### src/rtl/pipeline_ctrl_pkg.sv
// Shared constants, state encoding and stall-vector encoder for the pipeline controller.
package pipeline_ctrl_pkg;

  localparam int unsigned REG_W       = 32;
  localparam int unsigned STALL_W     = 6;
  localparam int unsigned RUN_CNT_W   = 16;
  localparam int unsigned STALL_CNT_W = 32;
  localparam int unsigned FLUSH_CNT_W = 16;

  localparam logic             RST_ENABLE = 1'b1;
  localparam logic [REG_W-1:0] ZERO_WORD  = 32'h0000_0000;

  // Bit order: [0]pc [1]if [2]id [3]ex [4]mem [5]wb; wb is never held.
  localparam logic [STALL_W-1:0] STALL_NONE = 6'b000000;
  localparam logic [STALL_W-1:0] STALL_ID   = 6'b000111;
  localparam logic [STALL_W-1:0] STALL_EX   = 6'b001111;
  localparam logic [STALL_W-1:0] STALL_MEM  = 6'b011111;

  typedef enum logic [1:0] {
    ST_RUN   = 2'd0,
    ST_STALL = 2'd1,
    ST_FLUSH = 2'd2
  } state_e;

  // Deepest requester wins: mem > ex > id.
  function automatic logic [STALL_W-1:0] stall_encode(input logic id, input logic ex,
                                                      input logic mem);
    logic [STALL_W-1:0] vec;
    vec = STALL_NONE;
    if (mem) begin
      vec = STALL_MEM;
    end else if (ex) begin
      vec = STALL_EX;
    end else if (id) begin
      vec = STALL_ID;
    end
    return vec;
  endfunction

endpackage

### src/rtl/pipeline_ctrl_sat_counter.sv
// Saturating up-counter with synchronous clear; holds at all-ones.
module pipeline_ctrl_sat_counter
  import pipeline_ctrl_pkg::*;
#(
  parameter int unsigned WIDTH = 16
) (
  input  logic             clk,
  input  logic             rst,
  input  logic             inc,
  input  logic             clr,
  output logic [WIDTH-1:0] cnt
);

  logic [WIDTH-1:0] cnt_q;

  // Clear has priority over increment; no wrap past all-ones.
  always_ff @(posedge clk) begin
    if (rst == RST_ENABLE) begin
      cnt_q <= '0;
    end else if (clr) begin
      cnt_q <= '0;
    end else if (inc && (cnt_q != '1)) begin
      cnt_q <= cnt_q + WIDTH'(1);
    end
  end

  assign cnt = cnt_q;

endmodule

### src/rtl/pipeline_ctrl.sv
// Stall/flush controller for the 5-stage pipeline: merges stall requests, sequences
// exception flushes with a redirect PC, and tracks stall statistics.
module pipeline_ctrl
  import pipeline_ctrl_pkg::*;
#(
  parameter int unsigned FLUSH_CYCLES = 2,
  parameter int unsigned MAX_STALL    = 255
) (
  input  logic        clk,
  input  logic        rst,
  input  logic        stallreq_from_id,
  input  logic        stallreq_from_ex,
  input  logic        stallreq_from_mem,
  input  logic        flush_req,
  input  logic [31:0] flush_pc,
  output logic [5:0]  stall,
  output logic        flush,
  output logic [31:0] new_pc,
  output logic        stall_timeout,
  output logic [31:0] stall_cycles
);

  localparam int unsigned RUN_CMP_W = RUN_CNT_W + 1;
  localparam logic [FLUSH_CNT_W-1:0] FLUSH_RELOAD = FLUSH_CNT_W'(FLUSH_CYCLES - 1);
  localparam logic [RUN_CMP_W-1:0]   STALL_LIMIT  = RUN_CMP_W'(MAX_STALL);

  state_e                 state_q;
  state_e                 state_d;
  state_e                 after_flush_c;
  logic [FLUSH_CNT_W-1:0] flush_cnt_q;
  logic [FLUSH_CNT_W-1:0] flush_cnt_d;
  logic [REG_W-1:0]       new_pc_q;
  logic [STALL_W-1:0]     req_vec_c;
  logic [STALL_W-1:0]     stall_c;
  logic                   flush_c;
  logic                   any_req_c;
  logic                   stall_any_c;
  logic [RUN_CNT_W-1:0]   run_cnt;
  logic                   timeout_q;

  assign req_vec_c     = stall_encode(stallreq_from_id, stallreq_from_ex, stallreq_from_mem);
  assign any_req_c     = stallreq_from_id | stallreq_from_ex | stallreq_from_mem;
  assign after_flush_c = any_req_c ? ST_STALL : ST_RUN;

  // State, flush countdown and latched redirect PC.
  always_ff @(posedge clk) begin
    if (rst == RST_ENABLE) begin
      state_q     <= ST_RUN;
      flush_cnt_q <= '0;
      new_pc_q    <= ZERO_WORD;
    end else begin
      state_q     <= state_d;
      flush_cnt_q <= flush_cnt_d;
      if (flush_req) begin
        new_pc_q <= flush_pc;
      end
    end
  end

  // Next state and zero-latency stall/flush outputs; a flush request always wins.
  always_comb begin
    state_d     = state_q;
    flush_cnt_d = flush_cnt_q;
    flush_c     = 1'b0;
    stall_c     = STALL_NONE;
    case (state_q)
      ST_RUN, ST_STALL: begin
        if (flush_req) begin
          flush_c     = 1'b1;
          flush_cnt_d = FLUSH_RELOAD;
          state_d     = (FLUSH_RELOAD == '0) ? after_flush_c : ST_FLUSH;
        end else if (any_req_c) begin
          stall_c = req_vec_c;
          state_d = ST_STALL;
        end else begin
          state_d = ST_RUN;
        end
      end
      ST_FLUSH: begin
        flush_c = 1'b1;
        if (flush_req) begin
          flush_cnt_d = FLUSH_RELOAD;
          state_d     = (FLUSH_RELOAD == '0) ? after_flush_c : ST_FLUSH;
        end else if (flush_cnt_q <= FLUSH_CNT_W'(1)) begin
          flush_cnt_d = '0;
          state_d     = after_flush_c;
        end else begin
          flush_cnt_d = flush_cnt_q - FLUSH_CNT_W'(1);
        end
      end
      default: begin
        state_d     = ST_RUN;
        flush_cnt_d = '0;
      end
    endcase
    if (rst == RST_ENABLE) begin
      flush_c = 1'b0;
      stall_c = STALL_NONE;
    end
  end

  assign stall       = stall_c;
  assign flush       = flush_c;
  assign new_pc      = (rst == RST_ENABLE) ? ZERO_WORD : (flush_req ? flush_pc : new_pc_q);
  assign stall_any_c = |stall_c;

  // Consecutive stall-run length; any non-stall cycle (including flush) restarts it.
  pipeline_ctrl_sat_counter #(.WIDTH(RUN_CNT_W)) u_run_cnt (
    .clk (clk),
    .rst (rst),
    .inc (stall_any_c),
    .clr (~stall_any_c),
    .cnt (run_cnt)
  );

  // Lifetime count of stalled cycles.
  pipeline_ctrl_sat_counter #(.WIDTH(STALL_CNT_W)) u_stall_cycles (
    .clk (clk),
    .rst (rst),
    .inc (stall_any_c),
    .clr (1'b0),
    .cnt (stall_cycles)
  );

  // Sticky error flag once a stall run reaches the limit; does not break the stall.
  always_ff @(posedge clk) begin
    if (rst == RST_ENABLE) begin
      timeout_q <= 1'b0;
    end else if (stall_any_c && ((RUN_CMP_W'(run_cnt) + RUN_CMP_W'(1)) == STALL_LIMIT)) begin
      timeout_q <= 1'b1;
    end
  end

  assign stall_timeout = timeout_q;

endmodule

### config.mk
export PLATFORM = sky130hd
export DESIGN_NAME = pipeline_ctrl
export DESIGN_NICKNAME = d
export VERILOG_FILES = /design/src/rtl/pipeline_ctrl_pkg.sv /design/src/rtl/pipeline_ctrl_sat_counter.sv /design/src/rtl/pipeline_ctrl.sv
export SDC_FILE = /design/constraint.sdc
export NUM_CORES = 1
export LEC_CHECK = 0
export ABC_AREA = 1
export CORE_ASPECT_RATIO = 1.5
export CORE_MARGIN = 4
export CORE_UTILIZATION = 45
export CTS_CLUSTER_DIAMETER = 60
export CTS_CLUSTER_SIZE = 30
export DETAILED_ROUTE_END_ITERATION = 7
export HOLD_SLACK_MARGIN = 0.15
export PLACE_DENSITY = 0.71
export REMOVE_ABC_BUFFERS = 1
export SYNTH_ARGS = -nofsm -noshare
export SYNTH_HDL_FRONTEND = slang
export SYNTH_HIERARCHICAL = 1
export SYNTH_SLANG_ARGS = --single-unit
### constraint.sdc
create_clock -name clk -period 4.75 [get_ports clk]
set_input_delay 0.475 -clock clk [delete_from_list [all_inputs] [get_ports clk]]
set_output_delay 0.475 -clock clk [all_outputs]
set_load 0.05 [all_outputs]
Yosys cells after proc, flatten, opt, wreduce, memory -nomap -nowiden
Index checks and enable logic that the tools add are counted.
{"block": "totals", "register_bits": 99, "inputBits": 38, "output_inout_bits": 72, "elab_cells": 49}
{"block": "classes", "addsub": 4, "order_cmp": 1, "n_eq_ne": 7, "n_mux": 21, "bitwise": 3, "n_reduce_logical": 7}
{"cell": "$mux W32", "count": 2}
{"cell": "$mux W16", "count": 3}
{"cell": "$mux W6", "count": 6}
{"cell": "$add A32 B1 Y32 const B", "count": 1}
{"cell": "$ne A32 B32 Y1 const B", "count": 1}
{"cell": "$pmux W16 S2", "count": 1}
{"cell": "$add A16 B1 Y17 const B", "count": 1}
{"cell": "$eq A17 B8 Y1 const B", "count": 1}
{"cell": "$add A16 B1 Y16 const B", "count": 1}
{"cell": "$le A16 B1 Y1 const B", "count": 1}
{"cell": "$ne A16 B16 Y1 const B", "count": 1}
{"cell": "$sub A16 B1 Y16 const B", "count": 1}
{"cell": "$mux W2", "count": 3}
{"cell": "$reduce_or A6 Y1", "count": 1}
{"cell": "$pmux W2 S2", "count": 1}
{"cell": "$reduce_or A2 Y1", "count": 2}
{"cell": "$logic_and A1 B1 Y1", "count": 3}
{"cell": "$mux W1", "count": 3}
{"cell": "$mux W3", "count": 1}
{"cell": "$ne A3 B3 Y1 const B", "count": 1}
{"cell": "$eq A2 B1 Y1 const B", "count": 1}
{"cell": "$eq A2 B2 Y1 const B", "count": 1}
{"cell": "$logic_not A2 Y1", "count": 1}
{"cell": "$ne A2 B2 Y1 const B", "count": 1}
{"cell": "3 further kinds", "count": 4}

Logic depth before layout (Yosys ltp)
Gate-level depths: netlist of run 1.
{"block": "logic_depth", "ltp_word": 10, "ltp_mapped": 14}

Cells and area by module
Netlist of run 1, hierarchy kept.
{"module": "pipeline_ctrl", "n_inst": 1, "cells_each": 336, "area_per_inst_um2": 2387.3}
{"module": "pipeline_ctrl_sat_counter (u_stall_cycles)", "n_inst": 1, "cells_each": 325, "area_per_inst_um2": 2095.8}
{"module": "pipeline_ctrl_sat_counter (u_run_cnt)", "n_inst": 1, "cells_each": 156, "area_per_inst_um2": 1004.7}

Least setup slack after synthesis of run 1
Ideal clock, no wire load.
{"block": "synth_path", "path_kind": "input port to output port", "startpoint": "input flush_req", "endpoint": "output new_pc[0]", "arrival_time_ns": 1.713, "setup_slack_ns": 2.562, "cell_stages": 5, "n_path_buf": 2, "cell_sequence": "buf_6 -> clkinv_1 -> clkbuf_1 -> nor2_1 -> nor2_1"}
{"block": "synth_via", "elab_chain_cells": 2}
{"item": "from (decl)", "line_no": "pipeline_ctrl.sv:14", "rtl": "input logic flush_req,"}
{"item": "$mux W32 (2 in a row)"}
{"item": "to (decl)", "line_no": "pipeline_ctrl.sv:18", "rtl": "output logic [31:0] new_pc,"}
Every way passes these cells.

Worst setup path after layout of run 1
{"block": "layout_path", "startpoint": "input rst", "endpoint": "output stall[0]"}
{"block": "layout_via", "elab_chain_cells": 1}
{"item": "from (decl)", "line_no": "pipeline_ctrl.sv:10", "rtl": "input logic rst,"}
{"item": "$mux W6", "line_no": "pipeline_ctrl.sv:96", "rtl": "if (rst == RST_ENABLE) begin"}
{"item": "to (decl)", "line_no": "pipeline_ctrl.sv:16", "rtl": "output logic [5:0] stall,"}
Every way passes these cells.

==> impl_metrics.ini, run 1 <==
[critical_path]
r2r_cells = 12
worstPathMaxFanout = 36
crit_required_ps = 4280
arrival_ps = 2980
cp_top_family = buffers and inverters
start_kind = primary input
crit_chain = clkdlybuf4s50_1 -> inv_1 -> buf_4 -> nand2_4 -> inv_1 -> nand2_1 -> inv_1 -> clkdlybuf4s50_1
cp_common_cell = inv_1
criticalPathCategory = primary input to output pin
cp_slowest_cell = clkdlybuf4s50_1
critPathMaxStageDelay_ps = 810
rr_endpoint = u_run_cnt/cnt[14]$_SDFFE_PP0P_
worst-path-buf-inv = 6
end_kind = output pin
rr_startpoint = state_q[1]$_SDFFE_PP0P_
ff2ff_setup_slack_ps = 2090

[floorplanning]
die_area_um2 = 14100
die_h_um = 143
rows = 49
initial_core_util = 0.459
core_um2 = 12000
die_w_um = 98.2
io_pins = 110

[global_routing]
grt_antenna_before_repair = 0
gr-usage-met1 = 0.213
grt_pass1_vias = 5046
grt_pass1_wl_mm = 23.2
grt.busiest_layer = met2
gr-usage-met2 = 0.383
gr-usage-all-layers = 0.203
met3_usage = 0.0313
grt_start_max_net_pins = 37
grt_overflow = 0

[synthesis]
synth_most_common_cell = nor2_1
synth_mux_area_frac = 0
netlist_instances = 817
syn_avg_cell_area_um2 = 6.72
synth_edf_count = 0
synth_top_cell_area_share = 0.361
synthesis.area_um2 = 5490
synth_top_cell_by_area = dfxtp_1
synthXorXnorAreaFrac = 0.0176
synth_seq_cells = 99
synth_fa_ha_area_frac = 0.00912
synthTopCellsByArea = dfxtp_1, nor2_1, nand2_1
ys_top_cells_by_count = nor2_1, nand2_1, dfxtp_1
synth.distinct_cells = 39
synth_simple_gate_area_share = 0.438
ys_seq_area_frac = 0.361
ys_warn_count = 6
synthFlopType = dfxtp_1
synth-compound-area-share = 0.0944
synth_top_family_by_area = simple AND/OR/NAND/NOR gates
synth-async-reset-ratio = 0

[detailed_routing]
wl_mm = 14.4
routedWlPerCell_um = 13.4
drc_errors = 0
drt-initial-drc-count = 233
vias = 5372
ant_nets = 0
via_per_inst = 4.99
dr.pass1.iters = 4

[placement]
port_buffers = 108
hpwlAfterDp_mm = 11.0
place_congestion = 0.899
dp_cells = 1061

[cts]
clk_pin_slew_ps = 70
numCtsBuffers = 9
clockBufferDepth = 2
cts_resized = 0
post_cts_buffers = 0
htreeDepth = 3
clock_sinks = 99
insertion_delay_ps = 350
cts_root_buffer = clkbuf_16
hold_buffers = 0
cts_tree = done

[cells_and_area]
nets = 961
seq_area_um2 = 1980
multi_input_area_um2 = 3080
fillers = 1174
area_growth_pct = 26.4
num_antenna_cells = 0
stdcell_count = 1076
drive_gt1_frac = 0.111

[min_path]
whs_path_depth = 2
min_from = stall_timeout$_SDFFE_PP0P_
worstHoldPathType = flip-flop to flip-flop
min_to = stall_timeout$_SDFFE_PP0P_

[timing]
timing.max_slew.rel_slack = 0.585
hold_viol_final = 0
final-setup-viol-count = 0
holdWs_ps = 452
fin_crit_ps = 3450
finClkSkew_ps = 10.4
fin_setup_tns_ps = 0
slew_viol_final = 0
layout_worst_path_cycle_share = 0.727
rsz0062_at_grt = false
worst_slew_pin_slew_ps = 621
max_freq_mhz = 290

[power]
pwr_density_cell_nw_per_um2 = 299
irDropWorstVdd_mv = 0.172
leakagePower_nw = 2.66

[run_status]
outcome = finished clean

[run]
maxCapViolations = 0
[worst max-delay path by stage]
stage          slack (ps)  startpoint                             end  depth (start not counted)
6_report             1300         rst                        stall[0]                          8
5_1_grt              1100         rst                        stall[2]                          8
4_1_cts              1280         rst                        stall[1]                          8
3_5_place_dp         1210         rst  u_run_cnt/cnt[14]$_SDFFE_PP0P_                         14
3_3_place_gp         1310         rst  u_run_cnt/cnt[14]$_SDFFE_PP0P_                         14
2_1_floorplan        1970         rst                        stall[0]                          5
[power by group]
| group | switching, mW | leakage (nW) | total (mW) | internal [mW] |
|---|---|---|---|---|
| clock | 0.329 | 0.145 | 0.753 | 0.423 |
| combinational | 0.282 | 1.70 | 0.442 | 0.159 |
| sequential | 0.0205 | 0.807 | 0.883 | 0.862 |
| total | 0.632 | 2.66 | 2.08 | 1.44 |
[cell type report]
class / count / share of cell area
Multi-Input combinational cell: 626 / 0.443
Sequential cell: 99 / 0.286
Tap cell: 153 / 0.0276
Inverter: 68 / 0.0368
Timing Repair Buffer: 115 / 0.163
Clock inverter: 5 / 0.00866
Clock buffer: 10 / 0.0345
[state kept, by name, summed over array words and instances, names as in the netlist]
register	cells
new_pc_q	32
u_stall_cycles/cnt	32
flush_cnt_q	16
u_run_cnt/cnt	16
state_q	2
stall_timeout	1
[cell families (layout without fill, tap and decap cells)]
kind of cell / count (synthesis) / count (layout)
and+or+nand+nor: 517 / 517
other: 1 / 2
AOI/OAI and AO/OA: 92 / 92
adders and majority gates: 4 / 4
buffers and inverters: 93 / 198
xor gates and xnor gates: 11 / 11
DFF: 99 / 99
[metal layers]
metal,part of all wire,vias to the layer above
li1,-,2796
met1,0.38,2419
met2,0.53,121
met3,0.047,36
met4,0.038,0
met5,0,-
[metrics by stage]
step,setup WS (ps),total power [mW],utilization,cell area (um2)
floorplan,1970,1.21,-,5310
global placement,1310,1.34,0.555,6640
detailed placement,1210,1.34,0.555,6640
CTS,1280,2.10,0.580,6940
global route,1100,2.17,0.580,6940
finish,1300,2.08,0.580,6940
[worst reg2reg max path, delay by kind of cell (launching register included)]
kind	cells	cell delay [ps]
buf+inv	3	970
flops	1	350
simple gates	9	1240
[placed cells by master (no fill, tap or decap), drive strengths merged, types with 5 or more instances in the layout]
cell type      count
clkdlybuf4s50    108
inv               69
nor3               7
nand3b             5
buf                7
xor2               8
a21oi             38
clkbuf            10
dfxtp             99
nor2             228
nand2            194
nand4             18
o21ai             49
nand3             59
(Power assumes the default switching activity.)
==> run 2, diff against run 1 <==
==> constraint.sdc (replaced) <==
create_clock -name clk -period 3.3 [get_ports clk]
set_input_delay 0.33 -clock clk [delete_from_list [all_inputs] [get_ports clk]]
set_output_delay 0.33 -clock clk [all_outputs]
set_load 0.05 [all_outputs]
==> run 2 against run 1 <==
Against the previous run:
- hold slack gained 3.5 ps
- sequential power up 44%
- sequential share of layout area increased by 0.26 points
- first-iteration DRC count is 3.0% higher
- flip-flop and latch count did not move
- via count grew 0.35%
- final area is 0.90% lower
- register-to-register slack lost 1000 ps
- global-route usage rose by 0.065 points
==> impl_metrics.ini, run 2 (same netlist as run 1, synthesis figures left out) <==
[run]
maxCapViolations = 0

[timing]
hold_viol_final = 0
fin_ws_ps = 779
slew_viol_final = 0
layout_worst_path_cycle_share = 0.764
finClkSkew_ps = 9.75
worst_slew_pin_slew_ps = 586
fin_setup_tns_ps = 0
rsz0062_at_grt = false
final-setup-viol-count = 0
timing.max_slew.rel_slack = 0.609
fin_crit_ps = 2520
max_freq_mhz = 397
holdWs_ps = 455

[cts]
post_cts_buffers = 0
insertion_delay_ps = 350
clock_sinks = 99
numCtsBuffers = 9
cts_resized = 0
cts_tree = done
cts_root_buffer = clkbuf_16
hold_buffers = 0
clockBufferDepth = 2
clk_pin_slew_ps = 70
htreeDepth = 3

[global_routing]
grt_start_max_net_pins = 37
gr-usage-all-layers = 0.203
grt_pass1_wl_mm = 23.4
grt_antenna_before_repair = 1
grt_overflow = 0
grt_pass1_vias = 5019

[critical_path]
start_kind = primary input
worst-path-buf-inv = 5
crit_chain = clkdlybuf4s50_1 -> buf_4 -> clkinv_1 -> buf_4 -> nor2_1 -> nor2_1 -> buf_4
arrival_ps = 2190
cp_top_family = buffers and inverters
end_kind = output pin
criticalPathCategory = primary input to output pin
critPathMaxStageDelay_ps = 560
cp_common_cell = buf_4
worstPathMaxFanout = 36
crit_required_ps = 2970
cp_slowest_cell = clkdlybuf4s50_1

[floorplanning]
io_pins = 110
die_area_um2 = 14100
die_w_um = 98.2
initial_core_util = 0.459
die_h_um = 143
core_um2 = 12000
rows = 49

[cells_and_area]
drive_gt1_frac = 0.153
num_antenna_cells = 0
mostFrequentLayoutCells = nor2_1, nand2_1, dfxtp_1, clkdlybuf4s50_1, inv_1
fillers = 1174
layout_commonest_cell = nor2_1
area_growth_pct = 25.3
nets = 963

[power]
leakagePower_nw = 2.72
irDropWorstVdd_mv = 0.310
pwr_density_cell_nw_per_um2 = 423

[detailed_routing]
wl_mm = 14.4
drt-initial-drc-count = 240
vias = 5391
drc_errors = 0
via_per_inst = 5.00
ant_nets = 0
routedWlPerCell_um = 13.4
dr.pass1.iters = 4

[placement]
place_congestion = 0.909
hpwlAfterDp_mm = 11.1
preCtsSetupSlack_ps = 641
port_buffers = 108

[run_status]
outcome = finished clean

[min_path]
worstHoldPathType = flip-flop to flip-flop
==> run 2: cell type report <==
type                            instances  area, um2  area share
Inverter                               68        255      0.0371
Clock buffer                           10        229      0.0333
Multi-Input combinational cell        626       3080       0.447
Clock inverter                          6       50.0     0.00728
Timing Repair Buffer                  117       1090       0.159
Tap cell                              153        191      0.0278
Sequential cell                        99       1980       0.288
==> run 2: layer usage <==
metal / vias to the layer above / routed length [um] / global-route usage
met5: - / 8 / 0
met4: 2 / 504 / 0.0820
met3: 37 / 592 / 0.0415
met2: 122 / 7880 / 0.398
met1: 2428 / 5470 / 0.208
li1: 2802 / - / -
==> run 2: where the power goes <==
group          internal, mW  switching, mW
registers              1.24         0.0289
logic                 0.228          0.409
clock network         0.521          0.482
==> run 2: worst paths after layout <==
path,start,end,slack [ps],cells past startpoint
worst max register to register,state_q[1]$_SDFFE_PP0P_,u_stall_cycles/cnt[14]$_SDFFE_PP0P_,1090,12
worst max-delay path,flush_req,new_pc[16],780,7
worst min register to register,stall_timeout$_SDFFE_PP0P_,stall_timeout$_SDFFE_PP0P_,460,2
worst min-delay path,stall_timeout$_SDFFE_PP0P_,stall_timeout$_SDFFE_PP0P_,460,2
==> run 2: metrics by stage <==
step	util	instances	power, mW	instance area [um2]
after floorplan	-	793	1.74	5310
final	0.575	1079	2.91	6870
after global placement	0.552	1063	1.93	6600
after detailed placement	0.552	1063	1.93	6600
after global routing	0.575	1079	3.06	6870
after CTS	0.575	1079	2.94	6870
==> run 2: worst min-delay path, stage by stage, from the launching register on <==
cell and delay, ps:
dfxtp_1 310, inv_1 50, a21oi_1 50
